File: src/rtl/lcd_pkg.sv
// Shared constants for the LCD host driver: controller command codes,
// transfer sizes and FSM state encodings.
package lcd_pkg;

   localparam int IMG_SIZE    = 108;
   localparam int FRAME_PIX   = 16;
   localparam int AW          = 7;
   localparam int TIMEOUT_CYC = 255;

   localparam logic [3:0] CMD_LOAD        = 4'd0;
   localparam logic [3:0] CMD_ROT_LEFT    = 4'd1;
   localparam logic [3:0] CMD_ROT_RIGHT   = 4'd2;
   localparam logic [3:0] CMD_ZOOM_IN     = 4'd3;
   localparam logic [3:0] CMD_FIT         = 4'd4;
   localparam logic [3:0] CMD_SHIFT_LEFT  = 4'd5;
   localparam logic [3:0] CMD_SHIFT_RIGHT = 4'd6;
   localparam logic [3:0] CMD_SHIFT_UP    = 4'd7;
   localparam logic [3:0] CMD_SHIFT_DOWN  = 4'd8;

   typedef logic [2:0] state_t;
   localparam state_t ST_IDLE  = 3'd0;
   localparam state_t ST_ISSUE = 3'd1;
   localparam state_t ST_LOAD  = 3'd2;
   localparam state_t ST_WAIT  = 3'd3;
   localparam state_t ST_DONE  = 3'd4;

endpackage

File: src/rtl/lcd_host_driver_if.sv
// Command/data bus between the host driver (master) and the LCD controller (slave).
interface lcd_host_driver_if;
   logic [3:0] cmd;
   logic       cmd_valid;
   logic [7:0] datain;
   logic       busy;
   logic       output_valid;
   logic [7:0] dataout;

   modport master (output cmd, cmd_valid, datain, input busy, output_valid, dataout);
   modport slave  (input cmd, cmd_valid, datain, output busy, output_valid, dataout);
endinterface

File: src/rtl/lcd_frame_capture.sv
// Pixel capture buffer: stores up to FRAME_PIX pixels of a display burst and
// flags any burst whose length is not exactly FRAME_PIX.
module lcd_frame_capture
   import lcd_pkg::*;
(
   input  logic       clk,
   input  logic       reset,
   input  logic       clr,
   input  logic       wr_en,
   input  logic [7:0] wr_data,
   input  logic       chk,
   input  logic [3:0] rd_idx,
   output logic [7:0] rd_data,
   output logic       err_count
);

   logic [FRAME_PIX-1:0][7:0] pix_buf_q, pix_buf_d;
   logic [4:0]                pix_count_q, pix_count_d;
   logic                      err_q, err_d;

   always_comb begin
      pix_buf_d   = pix_buf_q;
      pix_count_d = pix_count_q;
      err_d       = err_q;
      if (clr) begin
         pix_count_d = '0;
      end else if (wr_en) begin
         // Overflow pixels are dropped rather than wrapping over the frame.
         if (pix_count_q == 5'(FRAME_PIX)) begin
            err_d = 1'b1;
         end else begin
            pix_buf_d[pix_count_q[3:0]] = wr_data;
            pix_count_d                 = pix_count_q + 5'd1;
         end
      end
      if (chk && (pix_count_d != 5'(FRAME_PIX)))
         err_d = 1'b1;
   end

   always_ff @(posedge clk or negedge reset) begin
      if (!reset) begin
         pix_buf_q   <= '0;
         pix_count_q <= '0;
         err_q       <= 1'b0;
      end else begin
         pix_buf_q   <= pix_buf_d;
         pix_count_q <= pix_count_d;
         err_q       <= err_d;
      end
   end

   assign rd_data   = pix_buf_q[rd_idx];
   assign err_count = err_q;

endmodule

File: src/rtl/lcd_host_driver.sv
// Host-side initiator for the LCD controller: issues one command per accepted
// op, streams the image ROM on LOAD and captures the resulting pixel frame.
module lcd_host_driver
   import lcd_pkg::*;
(
   input  logic                 clk,
   input  logic                 reset,
   input  logic                 op_valid,
   input  logic [3:0]           op_code,
   output logic                 op_ready,
   output logic [AW-1:0]        img_addr,
   input  logic [7:0]           img_rdata,
   lcd_host_driver_if.master    ctrl,
   output logic                 frame_valid,
   input  logic [3:0]           frame_rd_idx,
   output logic [7:0]           frame_rd_data,
   output logic                 err_timeout,
   output logic                 err_count
);

   localparam logic [AW-1:0] ADDR_LAST = AW'(IMG_SIZE - 1);
   localparam logic [6:0]    LOAD_LAST = 7'(IMG_SIZE - 1);

   state_t        state_q, state_d;
   logic [3:0]    op_q, op_d;
   logic [AW-1:0] addr_q, addr_d;
   logic [6:0]    load_cnt_q, load_cnt_d;
   logic [7:0]    datain_q, datain_d;
   logic [7:0]    tmo_q, tmo_d, tmo_inc;
   logic          busy_seen_q, busy_seen_d;
   logic          frame_valid_q, frame_valid_d;
   logic          err_tmo_q, err_tmo_d;
   logic          strobe, cap_clr, cap_chk, cap_wr;

   assign strobe  = (state_q == ST_ISSUE) && !ctrl.busy;
   assign tmo_inc = (tmo_q == 8'hFF) ? tmo_q : tmo_q + 8'd1;
   assign cap_wr  = (state_q == ST_WAIT) && ctrl.output_valid;

   always_comb begin
      state_d       = state_q;
      op_d          = op_q;
      addr_d        = addr_q;
      load_cnt_d    = load_cnt_q;
      datain_d      = datain_q;
      tmo_d         = tmo_q;
      busy_seen_d   = busy_seen_q;
      frame_valid_d = frame_valid_q;
      err_tmo_d     = err_tmo_q;
      cap_clr       = 1'b0;
      cap_chk       = 1'b0;
      case (state_q)
         ST_IDLE: begin
            addr_d = '0;
            if (op_valid) begin
               op_d          = op_code;
               frame_valid_d = 1'b0;
               cap_clr       = 1'b1;
               tmo_d         = '0;
               state_d       = ST_ISSUE;
            end
         end
         ST_ISSUE: begin
            if (ctrl.busy) begin
               tmo_d = tmo_inc;
            end else begin
               // Strobe cycle counts as zero; next cycle sees one.
               tmo_d       = 8'd1;
               busy_seen_d = 1'b0;
               load_cnt_d  = '0;
               if (op_q == CMD_LOAD) begin
                  addr_d  = AW'(1);
                  state_d = ST_LOAD;
               end else begin
                  state_d = ST_WAIT;
               end
            end
         end
         ST_LOAD: begin
            tmo_d      = tmo_inc;
            datain_d   = img_rdata;
            load_cnt_d = load_cnt_q + 7'd1;
            if (ctrl.busy) busy_seen_d = 1'b1;
            if (addr_q != ADDR_LAST) addr_d = addr_q + AW'(1);
            if (load_cnt_q == LOAD_LAST) state_d = ST_WAIT;
         end
         ST_WAIT: begin
            tmo_d = tmo_inc;
            if (ctrl.busy) busy_seen_d = 1'b1;
            if (busy_seen_q && !ctrl.busy) begin
               cap_chk = 1'b1;
               state_d = ST_DONE;
            end
         end
         ST_DONE: begin
            frame_valid_d = 1'b1;
            state_d       = ST_IDLE;
         end
         default: state_d = ST_IDLE;
      endcase
      if ((state_q inside {ST_ISSUE, ST_LOAD, ST_WAIT}) && (state_d != ST_DONE) &&
          (tmo_d == 8'(TIMEOUT_CYC))) begin
         err_tmo_d = 1'b1;
         state_d   = ST_IDLE;
      end
   end

   always_ff @(posedge clk or negedge reset) begin
      if (!reset) begin
         state_q       <= ST_IDLE;
         op_q          <= '0;
         addr_q        <= '0;
         load_cnt_q    <= '0;
         datain_q      <= '0;
         tmo_q         <= '0;
         busy_seen_q   <= 1'b0;
         frame_valid_q <= 1'b0;
         err_tmo_q     <= 1'b0;
      end else begin
         state_q       <= state_d;
         op_q          <= op_d;
         addr_q        <= addr_d;
         load_cnt_q    <= load_cnt_d;
         datain_q      <= datain_d;
         tmo_q         <= tmo_d;
         busy_seen_q   <= busy_seen_d;
         frame_valid_q <= frame_valid_d;
         err_tmo_q     <= err_tmo_d;
      end
   end

   lcd_frame_capture u_cap (
      .clk       (clk),
      .reset     (reset),
      .clr       (cap_clr),
      .wr_en     (cap_wr),
      .wr_data   (ctrl.dataout),
      .chk       (cap_chk),
      .rd_idx    (frame_rd_idx),
      .rd_data   (frame_rd_data),
      .err_count (err_count)
   );

   // ROM data lands the cycle after its address, so LOAD presents it directly
   // and the register only holds the last byte afterwards.
   assign ctrl.datain    = (state_q == ST_LOAD) ? img_rdata : datain_q;
   assign ctrl.cmd       = strobe ? op_q : 4'd0;
   assign ctrl.cmd_valid = strobe;
   assign op_ready       = (state_q == ST_IDLE);
   assign img_addr       = addr_q;
   assign frame_valid    = frame_valid_q;
   assign err_timeout    = err_tmo_q;

endmodule

File: src/flat_wrapper.sv
// flat-port wrapper written by rule: the top's interface ports become plain ports
module lcd_host_driver_flat import lcd_pkg::*;
  (clk, reset, op_valid, op_code, op_ready, img_addr, img_rdata, frame_valid, frame_rd_idx, frame_rd_data, err_timeout, err_count, ctrl_cmd, ctrl_cmd_valid, ctrl_datain, ctrl_busy, ctrl_output_valid, ctrl_dataout);
  lcd_host_driver_if ctrl_i ();
  input  logic clk;
  input  logic reset;
  input  logic op_valid;
  input  logic [3:0] op_code;
  output logic op_ready;
  output logic [AW-1:0] img_addr;
  input  logic [7:0] img_rdata;
  output logic frame_valid;
  input  logic [3:0] frame_rd_idx;
  output logic [7:0] frame_rd_data;
  output logic err_timeout;
  output logic err_count;
  output wire logic [$bits(ctrl_i.cmd)-1:0] ctrl_cmd;
  output wire logic [$bits(ctrl_i.cmd_valid)-1:0] ctrl_cmd_valid;
  output wire logic [$bits(ctrl_i.datain)-1:0] ctrl_datain;
  input wire logic [$bits(ctrl_i.busy)-1:0] ctrl_busy;
  input wire logic [$bits(ctrl_i.output_valid)-1:0] ctrl_output_valid;
  input wire logic [$bits(ctrl_i.dataout)-1:0] ctrl_dataout;
  assign ctrl_cmd = ctrl_i.cmd;
  assign ctrl_cmd_valid = ctrl_i.cmd_valid;
  assign ctrl_datain = ctrl_i.datain;
  assign ctrl_i.busy = ctrl_busy;
  assign ctrl_i.output_valid = ctrl_output_valid;
  assign ctrl_i.dataout = ctrl_dataout;
  lcd_host_driver u_core (.clk(clk), .reset(reset), .op_valid(op_valid), .op_code(op_code), .op_ready(op_ready), .img_addr(img_addr), .img_rdata(img_rdata), .ctrl(ctrl_i), .frame_valid(frame_valid), .frame_rd_idx(frame_rd_idx), .frame_rd_data(frame_rd_data), .err_timeout(err_timeout), .err_count(err_count));
endmodule
File: config.mk
export PLATFORM = sky130hd
export DESIGN_NAME = lcd_host_driver_flat
export DESIGN_NICKNAME = d
export VERILOG_FILES = /design/src/rtl/lcd_pkg.sv /design/src/rtl/lcd_host_driver_if.sv /design/src/rtl/lcd_frame_capture.sv /design/src/rtl/lcd_host_driver.sv /design/src/flat_wrapper.sv
export SDC_FILE = /design/constraint.sdc
export NUM_CORES = 1
export LEC_CHECK = 0
export BUFFER_PORTS_ARGS = -buffer_cell sky130_fd_sc_hd__buf_2
export CELL_PAD_IN_SITES_DETAIL_PLACEMENT = 0
export CELL_PAD_IN_SITES_GLOBAL_PLACEMENT = 1
export CORE_AREA = 3 3 159 114
export CTS_CLUSTER_DIAMETER = 80
export CTS_CLUSTER_SIZE = 25
export DETAILED_ROUTE_END_ITERATION = 10
export DIE_AREA = 0 0 162 117
export PLACE_DENSITY = 0.8
export SYNTH_ARGS = -nofsm -noshare
export SYNTH_HDL_FRONTEND = slang
export SYNTH_SLANG_ARGS = --single-unit
File: constraint.sdc
create_clock -name clk -period 3 [get_ports clk]
set_clock_uncertainty 0.05 [all_clocks]
set_input_delay 0.45 -clock clk [delete_from_list [all_inputs] [get_ports clk]]
set_output_delay 0.45 -clock clk [all_outputs]
set_load 0.05 [all_outputs]
==> impl_metrics.tcl, run 1 <==
set metrics [dict create \
    tightestPinTransition_ns 0.6883 \
    slew_headroom_pct 53.99 \
    root_buffer "clkbuf_16" \
    vias 5474 \
    fp-row-count 39 \
    initial_core_util_pct 50.44 \
    ys_seq_elements 174 \
    switching_share_pct 36.50 \
    n_antenna_cell 0 \
    drt_iter0_drc 423 \
    cts_tree "yes" \
    finalCritPeriodShare_pct 91.49 \
    grt_use_met1_pct 33.04 \
    grt_pass1_vias 5365 \
    fin_setup_tns_ns 0 \
    crit_path_top_delay_cell "dfrtp_1" \
    cts_resized 0 \
    fp.dieH_um 117 \
    synth_common_cells "dfrtp_1 (174), mux2_2 (131), nand2_1 (48)" \
    area_delta_synth_final_pct 14.18 \
    fmax_ghz 0.3643 \
    overflow 0 \
    cp_common_cell "nand2_1" \
    place_congestion 0.8405 \
    hold_violations 0 \
    p_seq_share_pct 41.3 \
    crit_fanout 14 \
    syn-instance-count 621 \
    clockBufferDepth 2 \
    crit_chain "inv_1, nand3b_1, buf_4, nand2_1, nand2_1, buf_2" \
    dieWidth_um 162 \
    place_ws_ns 0.2851 \
    ys_seq_area_share_pct 52.34 \
    regToRegStartpoint "u_core.state_q[2]$_DFF_PN0_" \
    setup_viol 0 \
    end_kind "output port" \
    rsz0062_at_grt "false" \
    finalNetCount 717 \
    avgRoutedWirePerCell_um 21.32 \
    core_area_mm2 0.01649 \
    clk_latency_ns 0.43 \
    final_cells 919 \
    synthArstFlopShare_pct 100.0 \
    pin_count 61 \
    grt_usage_pct 21.70 \
    post_cts_buffers 0 \
    power_density_mw_per_mm2 795.8 \
    required_ns 2.50 \
    finalMaxSlewViolations 0 \
    max-cap-violations 0 \
    place_area_mm2 0.008910 \
    switchingPower_mw 2.759 \
    ir_drop_v 0.0007487 \
    crit_arrival_ns 2.24 \
    cts_max_level 4 \
    worstSetupPathType "flop to output port" \
    clkSinkCount 174 \
    ys.flop_type "dfrtp_1" \
    design_area_mm2 0.009499 \
    fin_ws_ns 0.2553 \
    met2_usage_pct 31.33 \
    dieArea_mm2 0.01895 \
    synth.area.top_cells "dfrtp_1 (52%), mux2_2 (18%), mux4_2 (11%), nand2_1 (2.2%), o21ai_0 (1.9%)" \
    yosys_warnings 0 \
    yosysUniqueCellTypes 54 \
    drive_gt1_share_pct 42.80 \
    slowest_delay_ns 0.62 \
    endpoint "ctrl_datain[4]" \
    outcome "complete, no violations" \
    grt_max_degree 54 \
    grt_pass1_wl_um 31240 \
    cellInternalPower_mw 4.800 \
    synth_area_mm2 0.008319 \
    p_leak_nw 4.580 \
    r2r_slack_ns 0.51 \
    startpoint_type "flop" \
    rr_worst_depth 3 \
    port_buffers 60 \
    r2r-end "u_core.u_cap.pix_buf_q[76]$_DFFE_PN0P_" \
    cts-buffers-inserted 17 \
    hold_ws_ns 0.1811 \
    gr-max-usage-layer "met1" \
    utilization_pct 57.59 \
    synth_nets 657 \
    cts.clk_slew.worst_paths_ns 0.07 \
    antenna_found_initial 0 \
    drc 0 \
    synth_edf_count 0 \
    dpl.hpwl_um 13930 \
    power_frac_comb_pct 29.9 \
    via_per_inst 5.956 \
    crit_start "u_core.state_q[2]$_DFF_PN0_" \
    syn_area_per_cell_um2 13.40 \
    clkPwrFrac_pct 28.7 \
    ant_nets 0 \
    drt-total-wl_um 19590 \
    period_minus_slack_ns 2.745 \
    synth.most_common_cell "dfrtp_1" \
    synth_top_area_cell "dfrtp_1" \
    min_path_type "input port to flop" \
    drt_first_pass_iters 5 \
    finalPower_mw 7.559 \
    place_inst 886 \
    synth_top_cell_area_share_pct 52.34 \
    grt_use_met3_pct 6.648 \
]
==> layer usage <==
metal / wire, um / share of wire [%] / vias to the layer above
met4: 167 / 0.85 / 0
li1: - / - / 2435
met1: 9477 / 48 / 2860
met5: 0 / 0 / -
met2: 8615 / 44 / 162
met3: 1331 / 6.8 / 17
==> registers in the layout, summed over array words and instances, names as in the netlist <==
name	flops
u_core.busy_seen_q	1
u_core.u_cap.err_count	1
u_core.frame_valid	1
u_core.datain_q	8
u_core.err_timeout	1
u_core.img_addr	7
u_core.state_q	3
u_core.tmo_q	8
u_core.op_q	4
u_core.u_cap.pix_buf_q	128
u_core.u_cap.pix_count_q	5
u_core.load_cnt_q	7
==> critical path, delay by kind of cell (launching register included) <==
kind          cells  cell delay (ns)
buf+inv           3             0.77
flops             1             0.62
simple gates      3             0.41
==> power by group through the flow <==
stage / combinational (mW) / sequential (mW) / clock [mW]
6_report: 2.26 / 3.13 / 2.17
5_1_grt: 2.47 / 3.18 / 2.30
4_1_cts: 2.27 / 3.11 / 2.21
3_5_place_dp: 2.26 / 3.15 / 0
3_3_place_gp: 2.19 / 3.13 / 0
2_1_floorplan: 1.71 / 3.08 / 0
==> area by class of cell <==
class                      count  area, um2
fill                        1369       6994
sequential                   174       4354
multi-input combinational    406       3791
timing repair buffer          77      474.2
clock buffer                  17      425.4
tap                          225      281.5
clock inverter                15      153.9
inverter                       5      18.77
==> how the worst min path moves through the flow <==
stage,start,endpoint,slack [ns],depth (start not counted)
2_1_floorplan,reset,u_core.busy_seen_q$_DFFE_PN0P_,0.10,0
3_3_place_gp,reset,u_core.tmo_q[5]$_DFF_PN0_,0.37,1
3_5_place_dp,reset,u_core.err_timeout$_DFFE_PN0P_,0.39,1
4_1_cts,img_rdata[3],u_core.datain_q[3]$_DFF_PN0_,0.17,3
5_1_grt,img_rdata[6],u_core.datain_q[6]$_DFF_PN0_,0.17,3
6_report,img_rdata[6],u_core.datain_q[6]$_DFF_PN0_,0.18,3
==> placed cells by master, fill, tap and decap left out, types with 4 or more instances in the layout <==
master     Yosys  layout
a21oi_1       12      12
a31oi_1        4       4
and2_1         5       5
and3_1        13      13
buf_2         10      59
buf_4          3      13
clkbuf_16      0      17
dfrtp_1      174     174
ha_1           7       7
inv_1          5       5
inv_6          0       5
mux2_2       131     131
mux4_2        40      40
nand2_1       48      48
nand2_2        4       4
nand3_1       17      17
nand4_1        7       7
nor2_1        22      22
nor2b_1        5       5
nor3_1         6       6
nor4_1         4       4
o21ai_0       31      31
==> repair_timing <==
item                                   CTS  global route
endpoints found under the hold margin   49             0
hold buffers                             1             0
setup endpoints to repair                0             0
==> cell families after synthesis <==
group | synth area share, %
simple gates | 10.47
fa+ha+maj | 1.053
xor+xnor | 0.4212
buf+inv | 2.151
compound gates | 4.873
flops | 52.34
mux | 28.70
Power figures use the tool's default switching activity.
==> run 2, diff against run 1 <==
Settings changed: CORE_AREA 3 3 159 114 to 2 2 158 113, DIE_AREA 0 0 162 117 to 0 0 160 115.
==> impl_metrics.tcl, run 2 (synthesis gave the netlist of run 1 again) <==
set metrics [dict create \
    clk_latency_ns 0.42 \
    fp-row-count 40 \
    fillers 1403 \
    dpl.hpwl_um 13050 \
    area_delta_synth_final_pct 15.21 \
    worstSetupPathType "flop to output port" \
    ant_nets 0 \
    cp_common_cell "nand2_1" \
    antenna_found_initial 1 \
    finalCritPeriodShare_pct 90.81 \
    r2r-end "u_core.u_cap.pix_buf_q[115]$_DFFE_PN0P_" \
    core_area_mm2 0.01692 \
    outcome "finished, violations left" \
    cts_hold_buf 0 \
    p_leak_nw 4.623 \
    place_congestion 0.8725 \
    port_buffers 60 \
    clockBufferDepth 2 \
    largest_reg_flops 128 \
    crit_fanout 11 \
    cts_tree "yes" \
    rr_worst_depth 4 \
    startpoint_type "flop" \
    grt_pass1_vias 5431 \
    pin_count 61 \
    avgRoutedWirePerCell_um 20.19 \
    hold_violations 3 \
    fin_setup_tns_ns 0 \
    via_per_inst 5.840 \
    overflow 0 \
    rsz0062_at_grt "false" \
    finalMaxSlewViolations 0 \
    cts-buffers-inserted 17 \
    regToRegStartpoint "u_core.state_q[0]$_DFF_PN0_" \
    grt_pass1_wl_um 31040 \
    slowest_delay_ns 0.54 \
    grt_max_degree 81 \
    tightestPinTransition_ns 0.7638 \
    slew_headroom_pct 49.08 \
    dieWidth_um 160 \
    post_cts_buffers 0 \
    r2r_slack_ns 0.57 \
    regMostFlops "u_core.u_cap.pix_buf_q" \
    path_delay_family "simple AND/OR/NAND/NOR gates" \
    final_common_cell "dfrtp_1" \
    root_buffer "clkbuf_16" \
    initial_core_util_pct 49.18 \
    crit_chain "buf_4, nor3b_2, nand2_1, nand2_1, buf_2" \
    setup_viol 0 \
    grt_usage_pct 22.00 \
    crit_path_top_delay_cell "nor3b_2" \
    clkSinkCount 174 \
    top_regs "u_core.u_cap.pix_buf_q: 128 flops, u_core.datain_q: 8 flops, u_core.tmo_q: 8 flops" \
    ir_drop_v 0.0007668 \
    n_antenna_cell 0 \
    period_minus_slack_ns 2.724 \
    end_kind "output port" \
    max-cap-violations 0 \
    power_density_mw_per_mm2 789.2 \
    min_path_type "input port to asynchronous set/reset pin" \
    finalPower_mw 7.564 \
    fp.dieH_um 115 \
    cts.clk_slew.worst_paths_ns 0.07 \
    cts_max_level 4 \
    hold_ws_ns -0.007487 \
    violations "hold timing" \
    cts_resized 0 \
    drc 0 \
    fmax_ghz 0.3671 \
    drive_gt1_share_pct 43.53 \
    drt_iter0_drc 419 \
    dieArea_mm2 0.01840 \
    finalNetCount 727 \
    vias 5455 \
    drt_first_pass_iters 4 \
    crit_arrival_ns 2.22 \
    cp.buffers_inverters 2 \
    drt-total-wl_um 18850 \
    final_cell_mix "dfrtp_1 (174), mux2_2 (131), buf_2 (59)" \
    required_ns 2.50 \
]
run 2: power by group:
| group | switching [mW] | internal (mW) |
|---|---|---|
| sequential | 0.365 | 2.78 |
| combinational | 1.37 | 0.846 |
| clock | 0.955 | 1.24 |
run 2: routing by layer:
| layer | vias up | track usage [%] | part of all wire [%] |
|---|---|---|---|
| met4 | 2 | 6.426 | 1.1 |
| met1 | 2823 | 32.58 | 49 |
| met5 | - | 0 | 0.085 |
| met3 | 18 | 4.798 | 4.5 |
| met2 | 145 | 33.07 | 45 |
| li1 | 2467 | - | - |
run 2: area by class of cell:
class	instances	area, um2	share of cell area, %
sequential	174	4354	45.43
multi-input combinational	406	3791	39.56
clock inverter	13	155.1	1.619
tap	231	289.0	3.016
timing repair buffer	87	546.8	5.705
inverter	5	18.77	0.1958
clock buffer	18	429.2	4.478
run 2: how the worst max path moves through the flow:
stage	cells after the start	end	start	slack (ns)
after floorplan	6	u_core.op_q[0]$_DFFE_PN0N_	u_core.state_q[0]$_DFF_PN0_	0.29
final	5	ctrl_datain[6]	u_core.state_q[1]$_DFF_PN0_	0.28
after global routing	5	ctrl_datain[2]	u_core.state_q[1]$_DFF_PN0_	0.04
after global placement	5	frame_rd_data[7]	frame_rd_idx[0]	0.32
after detailed placement	5	frame_rd_data[5]	frame_rd_idx[0]	0.29
after CTS	5	ctrl_datain[6]	u_core.state_q[1]$_DFF_PN0_	0.23
run 2: metrics by stage:
step           util [%]  cells  hold WS [ns]  instance area (um2)  setup WS [ns]
2_1_floorplan         -    621        0.1044                 8319         0.2890
3_3_place_gp      53.20    903        0.3910                 9000         0.3243
3_5_place_dp      53.20    903        0.4082                 9000         0.2873
4_1_cts           56.66    934       0.04073                 9584         0.2338
5_1_grt           56.66    934       0.07714                 9584        0.04119
6_report          56.66    934     -0.007487                 9584         0.2757
==> run 3, diff against run 2 <==
--- a/config.mk
+++ b/config.mk
@@ -6,14 +6,16 @@
 export NUM_CORES = 1
 export LEC_CHECK = 0
+export ABC_CLOCK_PERIOD_IN_PS = 3000
 export BUFFER_PORTS_ARGS = -buffer_cell sky130_fd_sc_hd__buf_2
 export CELL_PAD_IN_SITES_DETAIL_PLACEMENT = 0
 export CELL_PAD_IN_SITES_GLOBAL_PLACEMENT = 1
-export CORE_AREA = 2 2 158 113
+export CORE_AREA = 2 2 159 114
 export CTS_CLUSTER_DIAMETER = 80
 export CTS_CLUSTER_SIZE = 25
 export DETAILED_ROUTE_END_ITERATION = 10
-export DIE_AREA = 0 0 160 115
+export DIE_AREA = 0 0 161 116
 export PLACE_DENSITY = 0.8
 export SYNTH_ARGS = -nofsm -noshare
 export SYNTH_HDL_FRONTEND = slang
+export SYNTH_HIERARCHICAL = 1
 export SYNTH_SLANG_ARGS = --single-unit
==> constraint.sdc (replaced) <==
create_clock -name clk -period 3 [get_ports clk]
set_clock_uncertainty 0.05 [all_clocks]
set_input_delay 0 -clock clk [delete_from_list [all_inputs] [get_ports clk]]
set_output_delay 0 -clock clk [all_outputs]
set_load 0.05 [all_outputs]
==> impl_metrics.tcl, run 3 <==
set metrics [dict create \
    slowest_delay_ns 0.66 \
    required_ns 2.95 \
    crit_chain "nand2b_1, nor2_1, buf_4, nand2_1, nand2_1, buf_2" \
    fillers 1345 \
    vias 5515 \
    end_kind "output port" \
    rsz0062_at_grt "false" \
    cp_common_cell "nand2_1" \
    area_delta_synth_final_pct 14.85 \
    yosys_warnings 6 \
    max-cap-violations 0 \
    grt_usage_pct 21.46 \
    synth_edf_count 0 \
    power_density_mw_per_mm2 823.1 \
    drt_iter0_drc 456 \
    grt_pass1_vias 5538 \
    synth_top_area_cell "dfrtp_1" \
    synth_common_cells "dfrtp_1 (174), mux2_2 (125), nand2_1 (51)" \
    drive_gt1_share_pct 40.11 \
    setup_viol 0 \
    cts.clk_slew.worst_paths_ns 0.07 \
    hold_violations 0 \
    p_leak_nw 4.688 \
    dpl.hpwl_um 12480 \
    clkSinkCount 174 \
    finalCritPeriodShare_pct 84.76 \
    dieWidth_um 161 \
    drt_first_pass_iters 4 \
    synth_top_cell_area_share_pct 51.77 \
    n_antenna_cell 0 \
    cts_max_level 4 \
    dieArea_mm2 0.01868 \
    place_ws_ns 0.6218 \
    grt_max_degree 90 \
    synthArstFlopShare_pct 100.0 \
    slew_headroom_pct 42.93 \
    ys_seq_elements 174 \
    root_buffer "clkbuf_16" \
    synth_area_mm2 0.008411 \
    final_cell_mix "dfrtp_1 (174), mux2_2 (125), buf_2 (59)" \
    startpoint_type "flop" \
    pin_count 61 \
    synth_nets 675 \
    fp.dieH_um 116 \
    ys_seq_area_share_pct 51.77 \
    post_cts_buffers 0 \
    overflow 0 \
    crit_path_top_delay_cell "dfrtp_1" \
    top_regs "u_core/u_cap/pix_buf_q: 128 flops, u_core/datain_q: 8 flops, u_core/tmo_q: 8 flops" \
    place_congestion 0.8347 \
    via_per_inst 5.811 \
    ant_nets 0 \
    clockBufferDepth 2 \
    path_delay_family "simple AND/OR/NAND/NOR gates" \
    regMostFlops "u_core/u_cap/pix_buf_q" \
    cts_hold_buf 15 \
    cts-buffers-inserted 17 \
    outcome "complete, no violations" \
    avgRoutedWirePerCell_um 19.91 \
    seq_area_mm2 0.004354 \
    clk_latency_ns 0.43 \
    grt_pass1_wl_um 30370 \
    fp-row-count 40 \
    final_common_cell "dfrtp_1" \
    ys.flop_type "dfrtp_1" \
    syn-instance-count 639 \
    hold_ws_ns 0.01172 \
    initial_core_util_pct 49.43 \
    synth.most_common_cell "dfrtp_1" \
    port_buffers 60 \
    period_minus_slack_ns 2.543 \
    tightestPinTransition_ns 0.8561 \
    yosysUniqueCellTypes 63 \
    crit_arrival_ns 2.49 \
    drc 0 \
    antenna_found_initial 0 \
    min_path_type "input port to asynchronous set/reset pin" \
    worstSetupPathType "flop to output port" \
    ir_drop_v 0.0006447 \
    crit_fanout 15 \
    finalNetCount 741 \
    synth.area.top_cells "dfrtp_1 (52%), mux2_2 (17%), mux4_2 (8.6%), nand2_1 (2.3%), a22oi_1 (1.4%)" \
    finalMaxSlewViolations 0 \
    cp.buffers_inverters 2 \
    drt-total-wl_um 18900 \
    cts_tree "yes" \
    fin_setup_tns_ns 0 \
    largest_reg_flops 128 \
    cts_resized 0 \
    syn_area_per_cell_um2 13.16 \
    multiInputGateArea_mm2 0.003829 \
    core_area_mm2 0.01702 \
    fmax_ghz 0.3933 \
    fin_ws_ns 0.4573 \
]
-- run 3: changes by cell type in the layout (fill, tap and decap cells not counted), sizes merged, moves of 6 or more --
cell,change
dlygate4sd3,+15
mux4,-8
a22oi,+15
nor3,+7
o21ai,-11
nand2,+15
buf,-20
nand3,-10
a22o,+6
and3,-6
-- run 3: through the flow --
step / util, % / cell area (um2) / std cells / total power [mW]
global placement: 52.26 / 8894 / 902 / 5.536
global route: 56.76 / 9659 / 949 / 8.355
floorplan: - / 8411 / 639 / 5.018
finish: 56.76 / 9659 / 949 / 7.951
detailed placement: 52.26 / 8894 / 902 / 5.638
CTS: 56.76 / 9659 / 949 / 7.986
-- run 3: report_power, final --
part           switching (mW)  total, mW  leakage [nW]  internal (mW)
clock                   0.977       2.32         0.299           1.35
sequential              0.395       3.25          2.35           2.86
combinational            1.48       2.37          2.04          0.891
total                    2.85       7.95          4.69           5.10
-- run 3: final timing paths --
kind / startpoint / endpoint / slack [ns] / cells past startpoint
setup / recovery: u_core/state_q[1]$_DFF_PN0_ / ctrl_datain[6] / 0.46 / 6
hold / removal: reset / u_core/datain_q[7]$_DFF_PN0_ / 0.01 / 2
setup reg to reg: u_core/state_q[1]$_DFF_PN0_ / u_core/u_cap/pix_buf_q[15]$_DFFE_PN0P_ / 0.59 / 7
hold reg to reg: u_core/datain_q[2]$_DFF_PN0_ / u_core/datain_q[2]$_DFF_PN0_ / 0.42 / 2
max in group asynchronous: reset / u_core/u_cap/pix_buf_q[77]$_DFFE_PN0P_ / 1.98 / 3
min in group clk: ctrl_dataout[5] / u_core/u_cap/pix_buf_q[5]$_DFFE_PN0P_ / 0.03 / 2
-- run 3: metal layers --
layer  up-vias  track usage (%)  wire, um  share of wire, %
met2       154            32.85      8574                45
met5         -                0         0                 0
met1      2843            31.28      8997                48
met3        19            5.369      1125               6.0
met4         0            4.940       200               1.1
li1       2499                -         -                 -
-- run 3: cell families after synthesis --
family	after synthesis	share of synthesized area, %
fa+ha+maj	7	1.041
flops	174	51.77
buf+inv	45	2.708
xor+xnor	3	0.3125
simple gates	163	10.82
compound gates	78	6.501
mux	169	26.85
-- run 3: final cells by class --
| class | count | area share, % |
|---|---|---|
| repair buffers | 82 | 5.531 |
| clock buffers | 18 | 4.547 |
| flip-flops and latches | 174 | 45.08 |
| multi-input cells | 420 | 39.64 |
| clock inverters | 14 | 1.826 |
| well taps | 231 | 2.992 |
| inverters | 10 | 0.3886 |
-- run 3: worst reg2reg max path, delay by kind of cell (launching register included) --
kind / cells / cell delay, ns
flops: 1 / 0.66
simple gates: 6 / 1.24
mux: 1 / 0.36
